==> config.mk <==
export PLATFORM = sky130hd
export DESIGN_NAME = fetch_unit
export DESIGN_NICKNAME = d
export VERILOG_FILES = /design/src/rtl/fetch_unit_pkg.sv /design/src/rtl/fetch_fifo.sv /design/src/rtl/fetch_unit.sv
export SDC_FILE = /design/constraint.sdc
export NUM_CORES = 1
export LEC_CHECK = 0
export BUFFER_PORTS_ARGS = -buffer_cell sky130_fd_sc_hd__buf_2
export CORE_MARGIN = 5
export CORE_UTILIZATION = 50
export CTS_CLUSTER_DIAMETER = 80
export DETAILED_ROUTE_END_ITERATION = 10
export GPL_TIMING_DRIVEN = 0
export HOLD_SLACK_MARGIN = 0.03
export PLACE_DENSITY_LB_ADDON = 0.05
export SLEW_MARGIN = 0
export SYNTH_ARGS = -nofsm -noshare
export SYNTH_HDL_FRONTEND = slang
export SYNTH_SLANG_ARGS = --single-unit
==> constraint.sdc <==
create_clock -name clk -period 3.09 [get_ports clk]
set_input_delay 0.1545 -clock clk [delete_from_list [all_inputs] [get_ports clk]]
set_output_delay 0.1545 -clock clk [all_outputs]
set_load 0.1 [all_outputs]
==> src/rtl/fetch_unit_pkg.sv <==
// Shared constants and types for the instruction fetch stage.
package fetch_unit_pkg;

    localparam logic [31:0] INST_NOP       = 32'h0000_0013;
    localparam logic [31:0] FETCH_RESET_PC = 32'h0000_0000;

    typedef struct packed {
        logic [31:0] pc;
        logic [31:0] data;
    } fetch_entry_t;

    function automatic logic [31:0] word_align(input logic [31:0] addr);
        return {addr[31:2], 2'b00};
    endfunction

endpackage

==> src/rtl/fetch_fifo.sv <==
// Synchronous FIFO with flush; flush beats push, and push+pop is legal when full.
module fetch_fifo #(
    parameter int unsigned     Width    = 64,
    parameter int unsigned     Depth    = 2,
    parameter logic [Width-1:0] ResetVal = '0
) (
    input  logic                     clk,
    input  logic                     rst_n,
    input  logic                     push,
    input  logic                     pop,
    input  logic                     flush,
    input  logic [Width-1:0]         wdata,
    output logic [Width-1:0]         rdata,
    output logic [$clog2(Depth):0]   count,
    output logic                     empty
);

    localparam int unsigned AW   = $clog2(Depth);
    localparam int unsigned CntW = AW + 1;

    logic [Width-1:0] mem_q [Depth];
    logic [AW-1:0]    wr_ptr_q, rd_ptr_q;
    logic [CntW-1:0]  count_q, count_d;
    logic             full, do_push, do_pop;

    assign empty   = (count_q == '0);
    assign full    = (count_q == CntW'(Depth));
    assign do_push = push && !flush && (!full || pop);
    assign do_pop  = pop && !flush && !empty;
    assign count   = count_q;
    assign rdata   = mem_q[rd_ptr_q];

    always_comb begin
        count_d = count_q;
        if (do_push && !do_pop) begin
            count_d = count_q + CntW'(1);
        end else if (do_pop && !do_push) begin
            count_d = count_q - CntW'(1);
        end
    end

    always_ff @(posedge clk or negedge rst_n) begin
        if (!rst_n) begin
            for (int unsigned i = 0; i < Depth; i++) begin
                mem_q[i] <= ResetVal;
            end
            wr_ptr_q <= '0;
            rd_ptr_q <= '0;
            count_q  <= '0;
        end else if (flush) begin
            wr_ptr_q <= '0;
            rd_ptr_q <= '0;
            count_q  <= '0;
        end else begin
            if (do_push) begin
                mem_q[wr_ptr_q] <= wdata;
                wr_ptr_q        <= wr_ptr_q + AW'(1);
            end
            if (do_pop) begin
                rd_ptr_q <= rd_ptr_q + AW'(1);
            end
            count_q <= count_d;
        end
    end

endmodule

==> src/rtl/fetch_unit.sv <==
// Instruction fetch: owns the PC, issues credit-limited in-order requests and
// buffers returned words for decode; redirects flush buffered and in-flight work.
module fetch_unit
    import fetch_unit_pkg::*;
#(
    parameter logic [31:0]  RESET_PC   = FETCH_RESET_PC,
    parameter int unsigned  FIFO_DEPTH = 2
) (
    input  logic        clk,
    input  logic        rst_n,
    output logic        imem_req_valid,
    input  logic        imem_req_ready,
    output logic [31:0] imem_req_addr,
    input  logic        imem_rsp_valid,
    input  logic [31:0] imem_rsp_data,
    input  logic        redirect_valid,
    input  logic [31:0] redirect_pc,
    output logic        inst_valid,
    input  logic        inst_ready,
    output logic [31:0] inst,
    output logic [31:0] inst_pc
);

    localparam int unsigned AW = $clog2(FIFO_DEPTH);
    localparam int unsigned CW = AW + 2;

    logic [31:0]   pc_q, pc_d;
    logic [CW-1:0] outstanding_q, outstanding_d;
    logic [CW-1:0] drop_q, drop_d;
    logic [CW-1:0] in_use;
    logic [AW:0]   occupancy;
    logic          empty, pop, req_fire, push;
    fetch_entry_t  head, push_entry;

    assign pop      = inst_valid && inst_ready;
    assign in_use   = outstanding_q + CW'(occupancy) - CW'(pop);
    // Gated by rst_n so the request line reads idle while reset is held.
    assign imem_req_valid = rst_n && !redirect_valid && (in_use < CW'(FIFO_DEPTH));
    assign imem_req_addr  = pc_q;
    assign req_fire       = imem_req_valid && imem_req_ready;

    // Once drop is zero every outstanding request came from the current stream,
    // so the oldest one sits 4*outstanding bytes behind the next PC.
    assign push            = imem_rsp_valid && (drop_q == '0);
    assign push_entry.pc   = pc_q - 32'({outstanding_q, 2'b00});
    assign push_entry.data = imem_rsp_data;

    always_comb begin
        pc_d          = pc_q;
        outstanding_d = outstanding_q;
        drop_d        = drop_q;
        if (req_fire) begin
            pc_d          = pc_q + 32'd4;
            outstanding_d = outstanding_q + CW'(1);
        end
        if (imem_rsp_valid) begin
            outstanding_d = outstanding_d - CW'(1);
            if (drop_q != '0) begin
                drop_d = drop_q - CW'(1);
            end
        end
        if (redirect_valid) begin
            pc_d   = word_align(redirect_pc);
            drop_d = outstanding_d;
        end
    end

    always_ff @(posedge clk or negedge rst_n) begin
        if (!rst_n) begin
            pc_q          <= RESET_PC;
            outstanding_q <= '0;
            drop_q        <= '0;
        end else begin
            pc_q          <= pc_d;
            outstanding_q <= outstanding_d;
            drop_q        <= drop_d;
        end
    end

    fetch_fifo #(
        .Width    ($bits(fetch_entry_t)),
        .Depth    (FIFO_DEPTH),
        .ResetVal ({RESET_PC, INST_NOP})
    ) u_fifo (
        .clk   (clk),
        .rst_n (rst_n),
        .push  (push),
        .pop   (pop),
        .flush (redirect_valid),
        .wdata (push_entry),
        .rdata (head),
        .count (occupancy),
        .empty (empty)
    );

    assign inst_valid = !empty;
    assign inst       = head.data;
    assign inst_pc    = head.pc;

endmodule

==> summary by stage, run 1 <==
Run status
The flow ran to the end, and the final reports show no timing, DRC or antenna violations.

Yosys
The portion of netlist area occupied by mux cells is 9.28%. The synthesized-area fraction occupied by ao, oa, aoi and oai cells is approximately 8.9%. The largest family of logic cells by synthesized area is simple AND/OR/NAND/NOR gates. The count of mapped cells out of synthesis is 927. The adder-cell area share of the yosys netlist is approximately 1.8%. The synthesized-area fraction occupied by and/or/nand/nor cells is ~23%. The number of library cell types mapped by synthesis is 57. The share of flip-flops with an asynchronous set or reset after synthesis is 100%. After synthesis the netlist holds a flip-flop and latch count of 164.

Yosys attributes the largest share of cell area to dfrtp_1, nand2_1, mux2_2. Summing the areas of all xor and xnor instances in the mapped netlist gives 4.63% of the synthesized area. Of the synthesized area, sequential elements account for 48.6%. Yosys mapped a number of flops with a built-in enable equal to 0. The share of the synthesized area in the top cell type is 46.8%.

The largest total area in the synthesized netlist belongs to dfrtp_1. Summing every instance area after synthesis gives 0.00845 sq mm. For this run, the number of Yosys warnings is 0. Among all flip-flop cells after synthesis, the most frequent one is dfrtp_1. Each instance of the synthesized netlist takes up on average 9.12 sq um.

Placed design
The number of placed instances, taps included, is 1310. After detailed placement, the total cell area comes to 0.00957 sq mm. During placement, the flow inserted port buffers numbering 159.

At the end of routability-driven placement, the weighted congestion stood at about 0.85. The worst slack at placement is -607 ps. After legalization and detailed placement, the total HPWL measured 16.7 mm.

Critical path
The kind of cell with the highest combined delay along the critical path is adder cells. The critical path crosses 13 cells after its start point. Traced cell by cell, the critical path runs through inv_2 > nor3b_2 > o21ai_1 > fa_1 > xnor3_2 > nor4b_4 > buf_4 > buf_4 > mux2i_4 > ha_1 > nand2_1 > xnor2_2 > a21oi_1.

The origin of the worst setup path is u_fifo.count[1]$_DFFE_PN0P_. STA classifies the critical path startpoint as a register. In this design, the stage delay of the slowest critical-path cell is 390 ps. The number of cells on the worst reg-to-reg path is 13.

The endpoint identified for the worst register-to-register timing path is drop_q[2]$_DFFE_PN0P_. Along the worst path, the maximum fanout reaches 4. The worst endpoint data arrival time is about 3200 ps. The number of buffer and inverter stages on the critical path is 3. The cell seen most often among critical-path stages is buf_4. Across all register-to-register paths, the minimum setup slack is around 150 ps. The worst-path cell with the longest stage delay is fa_1. The worst register-to-register path begins at u_fifo.count[1]$_DFFE_PN0P_. The endpoint kind of the worst setup timing path is a register.

STA puts the critical path data required time at 3370 ps. The critical path is of the reg2reg type. The capturing element of the worst setup path is drop_q[2]$_DFFE_PN0P_.

Layout
Of the cells placed in the final design, the portion with a size suffix greater than 1 is about a quarter. The area growth from synthesis to layout is 28.6%. In the final layout, the multi-input gates occupy 0.00406 sq mm. Cells fill 65.6% of the core in the end. The library cells used most frequently in the layout, excluding fill and tap cells, are nand2_1, buf_2, dfrtp_1, o21ai_0, mux2_2. The filler cells instantiated in the layout total 1435. The filler-free cell count of the finished design is 1411. Leaving out fill and tap cells, the most frequent cell in the layout is nand2_1.

For this run, the post-layout net count is roughly 1.3k. 0 antenna diodes ended up in the layout. The storage element area is between 0.004 and 0.005 sq mm. With fillers left out, the area of the finished cells amounts to 0.0109 sq mm.

Clocking
The H-tree depth is 4. For the worst-skew pair, the clock arrives at the later sink with an insertion delay of 430 ps. The CTS root buffer is clkbuf_16. TritonCTS built the clock tree. Clock tree synthesis inserted a total of 17 buffers. The clock input transition at the sequential cells of the worst setup and hold paths is approximately 70 ps.

The TritonCTS sink count is 164. The maximum clock insertion buffer count is 2.

GRT
The global routing usage on met3 is 4.40%. The total routing usage reported by global routing is 24.3%. Global routing consumed, on the met2 layer, 40.3% of the routing resources. The most heavily used metal layer in global routing is met2. The met1 track utilization from global routing is roughly a third. The number of antenna violations at the first check in global routing is 0. The via count of the first global-routing pass is 7531. The total global routing overflow is 0. The maximum number of pins on one net before global-route repair is 101.

The first global-routing pass estimated 38.6 mm of wire.

Detailed routing
The detailed-router iteration count before antenna repair is 4. In this run the remaining antenna-violating nets after routing total 0. Dividing the detail-routed wire length by the instance count gives 16.8 um. The detailed router's first-iteration violation count is 391.

The via count of the routed design is roughly 7.5k. The number of vias per cell after detailed routing is 5.29. The final routed DRC violation total is 0. The aggregate routed wire length is 23.8 mm.

Die
The floorplan step set the die width to 140 um. The core outline area is approximately 0.017 sq mm. During I/O placement, the number of pins put on the boundary was 168. The y dimension of the die is ~140 um.

Row generation in the floorplan step produced 47 rows. The die covers 0.0196 sq mm. The initial core utilization is 51.0%.

Timing
The hold violation count in the final report came to 0. The shortest period the worst path allows is roughly 2900 ps. The final worst-path setup slack is approximately 150 ps.

The count of pins over their slew limit is 0. Hold timing on the final database bottoms out at a slack of 43.8 ps. The maximum clock rate is 341 MHz. Between clock sinks in the finished design, the worst skew comes to 10.9 ps. The transition time of the tightest slew-check pin is 1130 ps. Setup violations remaining at the end of the flow were counted as 0. The final worst-path cycle share is about 95%.

Setup repair after global routing could not meet its margin everywhere. Headroom to the max-slew limit came out at 24.1%.

Power and ir drop
The standby leakage power is 0.00517 uW. The power density over the cells is between 1000 and 1500 mW/mm^2. The highest ir drop seen on vdd is 1.03 mV.

Job
The max-cap check violation count is 0.

Worst hold path
The class of the tightest hold or removal check is in2reg.
## sequential cells by signal, summed over array words and instances (netlist names)
| register | cells |
|---|---|
| u_fifo.mem_q | 124 |
| u_fifo.rd_ptr_q | 1 |
| drop_q | 3 |
| outstanding_q | 3 |
| u_fifo.count | 2 |
| u_fifo.wr_ptr_q | 1 |
| imem_req_addr | 30 |
## tightest hold or removal path: cells and delay by family
kind,cells,cell delay [ps]
buffers and inverters,1,90
AOI/OAI and AO/OA,2,180
## per-stage QoR
| step | setup TNS [ps] | power (uW) |
|---|---|---|
| finish | 0 | 11800 |
| detailed placement | -4690 | 9690 |
| global placement | -196040 | 9610 |
| global route | -53.4 | 12400 |
| CTS | 0 | 11800 |
| floorplan | 0 | 8580 |
## where the power goes
group	switching (uW)	internal (uW)	total (uW)	leakage, uW
clock network	905	1080	1990	0.000260
logic	5070	1440	6510	0.00281
registers	425	2900	3320	0.00210
## synthesized netlist by cell type (9+ instances only)
master,number
o21ai_0,72
xnor2_1,21
nand3_1,24
ha_1,9
xor2_1,21
nand4_1,17
a31oi_1,9
clkbuf_1,52
inv_1,13
nand2_1,280
nor3_1,9
a21oi_1,12
dfrtp_1,158
o211ai_1,11
nor2_1,40
mux2_2,67
## per-layer routing
layer  part of all wire [%]  routed length (um)  vias to the layer above
met4                    2.2                 534                        0
met1                     44               10300                     3543
met2                     48               11500                      229
met5                      0                   0                        -
met3                    5.9                1410                       34
li1                       -                   -                     3654
## kinds of logic (layout without fill, tap and decap cells)
kind of cell	after synthesis	after routing
other	1	4
XOR/XNOR	43	43
AO/OA/AOI/OAI	128	128
buffers and inverters	83	344
multiplexers	70	70
adder cells (fa/ha/maj)	11	11
flip-flops	164	164
AND/OR/NAND/NOR	427	427
## worst min-delay path by stage
stage	cells past startpoint	from	to	slack, ps
2_1_floorplan	0	rst_n	drop_q[0]$_DFFE_PN0P_	-140
3_3_place_gp	3	imem_rsp_data[4]	u_fifo.mem_q[68]$_DFFE_PN1P_	360
3_5_place_dp	1	rst_n	u_fifo.mem_q[29]$_DFFE_PN0P_	140
4_1_cts	4	redirect_pc[28]	imem_req_addr[28]$_DFFE_PN0P_	30
5_1_grt	4	redirect_pc[20]	imem_req_addr[20]$_DFFE_PN0P_	50
6_report	3	redirect_pc[19]	imem_req_addr[19]$_DFFE_PN0P_	40
## area by class of cell
| type | instances | area share, % |
|---|---|---|
| sequential | 164 | 37.8 |
| multi-input combinational | 683 | 37.3 |
| timing repair buffer | 229 | 14.0 |
| clock buffer | 19 | 4.17 |
| buffer | 69 | 2.74 |
| tap | 220 | 2.53 |
| clock inverter | 13 | 0.943 |
| inverter | 14 | 0.483 |
## what timing repair did
action                                 CTS  global route
endpoints found under the hold margin  155             0
setup endpoints to repair               23            16
pin swaps                                2             2
cloned                                   0             1
hold buffers                            59             0
buffers inserted                         4             5
resized for setup                        6            10
Note: power is estimated with default switching activity, not from simulation.
==> inputs of run 2 (changes only) <==
Settings changed: CAP_MARGIN set to 15, REMOVE_ABC_BUFFERS set to 1, SYNTH_HIERARCHICAL set to 1.
==> run 2 against run 1 <==
Synthesized cell count is 23% lower. Critical path type is now reg2out. Critical path depth is 4 lower. Cell area up 5.6%. Fmax shrank 3.2%. Sequential power fell by 6%. Clock-buffer cell count unchanged. First-iteration DRC count decreased by 29%. Worst hold slack improved by 15 ps. Clock skew decreased by 2.7 ps. Non-clock buffer count shrank 45.
==> summary by stage, run 2 <==
GRT
The first-pass GRT wire length is 35.2 mm. The total routing usage reported by global routing is 21.6%. Entering global routing, the biggest net connects around 130 pins. The via count of the first global-routing pass is 6769. The number of antenna violations at the first check in global routing is 0.

For this run the aggregate overflow at the end of global routing stands at 0.

Job
Max-cap violations in this run came to 0.

Detailed routing
After detailed routing, the number of remaining DRC violations is 0. The highest metal layer carrying signal wires in the routed design is met4. The met2 routed wirelength is 10.9 mm. The met3 wire length is 931 um. Dividing the detail-routed via count by the number of cells gives around 5.4. After detailed routing, the wire length on met1 is 9.55 mm. Across all layers, the routed design uses 6358 vias. In this run the remaining antenna-violating nets after routing total 0.

The detailed-router iteration count before antenna repair is 4. After the first detailed-routing iteration, the DRC count stood at 279. The aggregate routed wire length is 21.6 mm. The average routed wire per standard cell is 18.2 um.

Layout
Across the whole layout, storage elements account for 0.00422 sq mm. The share of final-layout standard cells stronger than drive strength 1 is 47.1%. The multi-input logic area is 0.00450 sq mm.

Fill cells in the final layout number 1339. The register name with the most flops is u_fifo/mem_q. Leaving out fill and tap cells, the most frequent cells in the layout are buf_2, dfrtp_1, mux2_2, dlygate4sd3_1, mux2_4. The filler-free cell count of the finished design is 1186. The layout overhead on the synthesized area is 29.4%.

The count of nets after finishing is 1030. The most common cell after layout, fill and taps aside is buf_2. The register with the most flip-flops in the layout has ~130 of them. The antenna cell count is 0.

Clocking
The CTS tree is yes. No sink is reached through more buffers than the 2 on the longest clock path. The TritonCTS sink count is between 150 and 200. After clock tree synthesis, the clock-pin slew on the worst setup and hold paths is 70 ps. The H-tree depth is 4. The CTS root buffer is clkbuf_16. TritonCTS created 17 clock buffers. For the worst-skew pair, the clock arrives at the later sink with an insertion delay of 430 ps.

Yosys
The share of flip-flops with an asynchronous set or reset after synthesis is 100%. The count of mapped cells out of synthesis is around 700. The share of the synthesized area in the top cell type is between 40 and 50%. The number of synthesized flops with an enable pin is 0. Sorting the synthesized cells by how often they occur yields dfrtp_1, mux2_2, mux2_4. Among all cell types in the netlist, the one instantiated most often is dfrtp_1. The total of warnings raised by yosys is 6. Among all flip-flop cells after synthesis, the most frequent one is dfrtp_1. The largest area contributor in the synthesized netlist is dfrtp_1. The portion of the post-synthesis area used by sequential elements is 47.4%. In this run the cell area of the synthesized design comes to 0.00888 sq mm.

Dividing the synthesized area by the synthesized cell count gives 12.4 sq um. The number of library cell types mapped by synthesis is 55. Counting flops and latches in the post-synthesis netlist gives 168. By area the synthesized netlist is led by dfrtp_1, mux2_2, mux2_4.

Die
Once the floorplan was initialized, standard cells occupied 51.1% of the core. The initialized floorplan defines 48 standard-cell rows. The x dimension of the die is 143 um. Measured along the y axis, the die boundary spans 143 um.

After floorplanning, the core was sized to cover 0.0174 sq mm. The I/O pin count is around 170. The area enclosed by the die boundary is about 0.021 sq mm.

Critical path
In this run the worst path has a maximum fanout of 6. The capturing element of the worst setup path is imem_req_valid. The classification of the worst setup path is reg2out. The most critical setup path has its startpoint at u_fifo/count[1]$_DFFE_PN0P_. The worst register-to-register path has a setup slack of 60 ps. At the worst endpoint, the arrival time is between 2000 and 3000 ps. Counting cells, the worst reg-to-reg path comes to 10. The startpoint kind of the worst setup timing path is a register. The startpoint of the worst-slack reg-to-reg timing path is u_fifo/count[1]$_DFFE_PN0P_.

Data on the critical path is required at its endpoint by roughly 3000 ps. The end of the worst register-to-register path is imem_req_addr[25]$_DFFE_PN0P_. The worst setup path is captured at an output pin.

Power and ir drop
In this run the power density over the cells is 972 mW/mm^2. The total chip power is approximately 11000 uW. The standby leakage power is 0.00555 uW.

The highest ir drop seen on vdd is 0.760 mV.

Placed design
The placed cell count is about 1.1k. Summed over all nets, the half-perimeter wirelength after detailed placement is 14.3 mm. The number of buffers added on ports is 163. The congestion estimate from routability-driven global placement came to 0.802.

The worst slack at placement is -577 ps.

Run status
The run finished with clean final reports.

Timing
Derived from the worst setup path, the maximum achievable clock frequency is between 300 and 400 MHz. For the final database, setup skew stands at 8.27 ps. The final critical path takes up 98.2% of the cycle. The shortest period the worst path allows is 3030 ps.

At the pin with the least slew margin, the transition time is 1100 ps. Setup violations remaining at the end of the flow were counted as 0. The count of pins over their slew limit is 0. The hold violation count in the final report was 0. The final worst-path setup slack is 55.6 ps. In this run the tightest slew margin relative to its limit is between 20% and 30%.

Worst hold path
The class of the tightest hold or removal check is in2reg.
## run 2: cell types whose count changed after synthesis, moves of 14 or more
cell,delta
nand2_1,-234
mux2_2,+78
mux2_4,+49
o21ai_0,-38
clkbuf_1,-28
nor2_1,-14
## run 2: power breakdown
group | total (uW) | internal, uW | leakage [uW] | switching (uW)
Combinational | 5760 | 1580 | 0.00309 | 4180
Sequential | 3130 | 2750 | 0.00216 | 377
Clock | 2270 | 1320 | 0.000303 | 952
## run 2: cell families (layout without fill, tap and decap cells)
kind of cell,Yosys count,count (layout),synth area share [%]
compound gates,56,56,3.58
xor+xnor,57,57,5.95
flops,168,168,47.4
mux,194,194,26.7
other cells,1,6,0.0422
buf+inv,61,299,3.51
simple gates,169,169,10.9
fa+ha+maj,12,12,1.86
## run 2: through the flow
step	utilization [%]	hold slack [ps]	cell area [sq um]	setup TNS, ps
finish	66.2	59.0	11500	0
detailed placement	57.2	72.5	9930	-9730
floorplan	-	-141	8640	-71020
global route	66.2	55.3	11500	-180
global placement	56.1	372	9730	-383780
CTS	65.1	43.4	11300	0
## run 2: timing repair
item,in CTS,in global routing
buffers inserted,6,14
endpoints found under the hold margin,139,0
setup endpoints to repair,34,43
pin swaps,2,8
hold buffers,63,0
gates resized for setup,16,13
## run 2: final cells by class
cell class | instances | area share (%)
Clock buffer | 19 | 3.86
Clock inverter | 13 | 1.58
Timing Repair Buffer | 253 | 15.7
Multi-Input combinational cell | 494 | 39.2
Tap cell | 225 | 2.45
Inverter | 14 | 0.458
Sequential cell | 168 | 36.7
## run 2: worst min-delay path by stage
stage	from	end	slack, ps	cells after the start
floorplan	rst_n	drop_q[0]$_DFFE_PN0P_	-140	0
global placement	redirect_pc[2]	imem_req_addr[2]$_DFFE_PN0P_	370	3
detailed placement	rst_n	u_fifo/mem_q[89]$_DFFE_PN0P_	70	1
CTS	redirect_pc[25]	imem_req_addr[25]$_DFFE_PN0P_	40	3
global route	redirect_pc[25]	imem_req_addr[25]$_DFFE_PN0P_	60	3
finish	redirect_pc[25]	imem_req_addr[25]$_DFFE_PN0P_	60	3
## run 2: critical path, cell delays in order (launching register included)
cell,delay [ps]
dfrtp_2,420
nor2_4,60
nor2b_4,190
ha_4,230
nand2b_4,140
fa_2,400
xnor3_2,310
buf_4,170
nor3_2,260
buf_6,270
## run 2: per-layer routing
metal	GRT usage, %	vias up
li1	-	3006
met1	29.0	3170
met2	36.2	159
met3	4.32	23
met4	6.00	0
met5	0	-
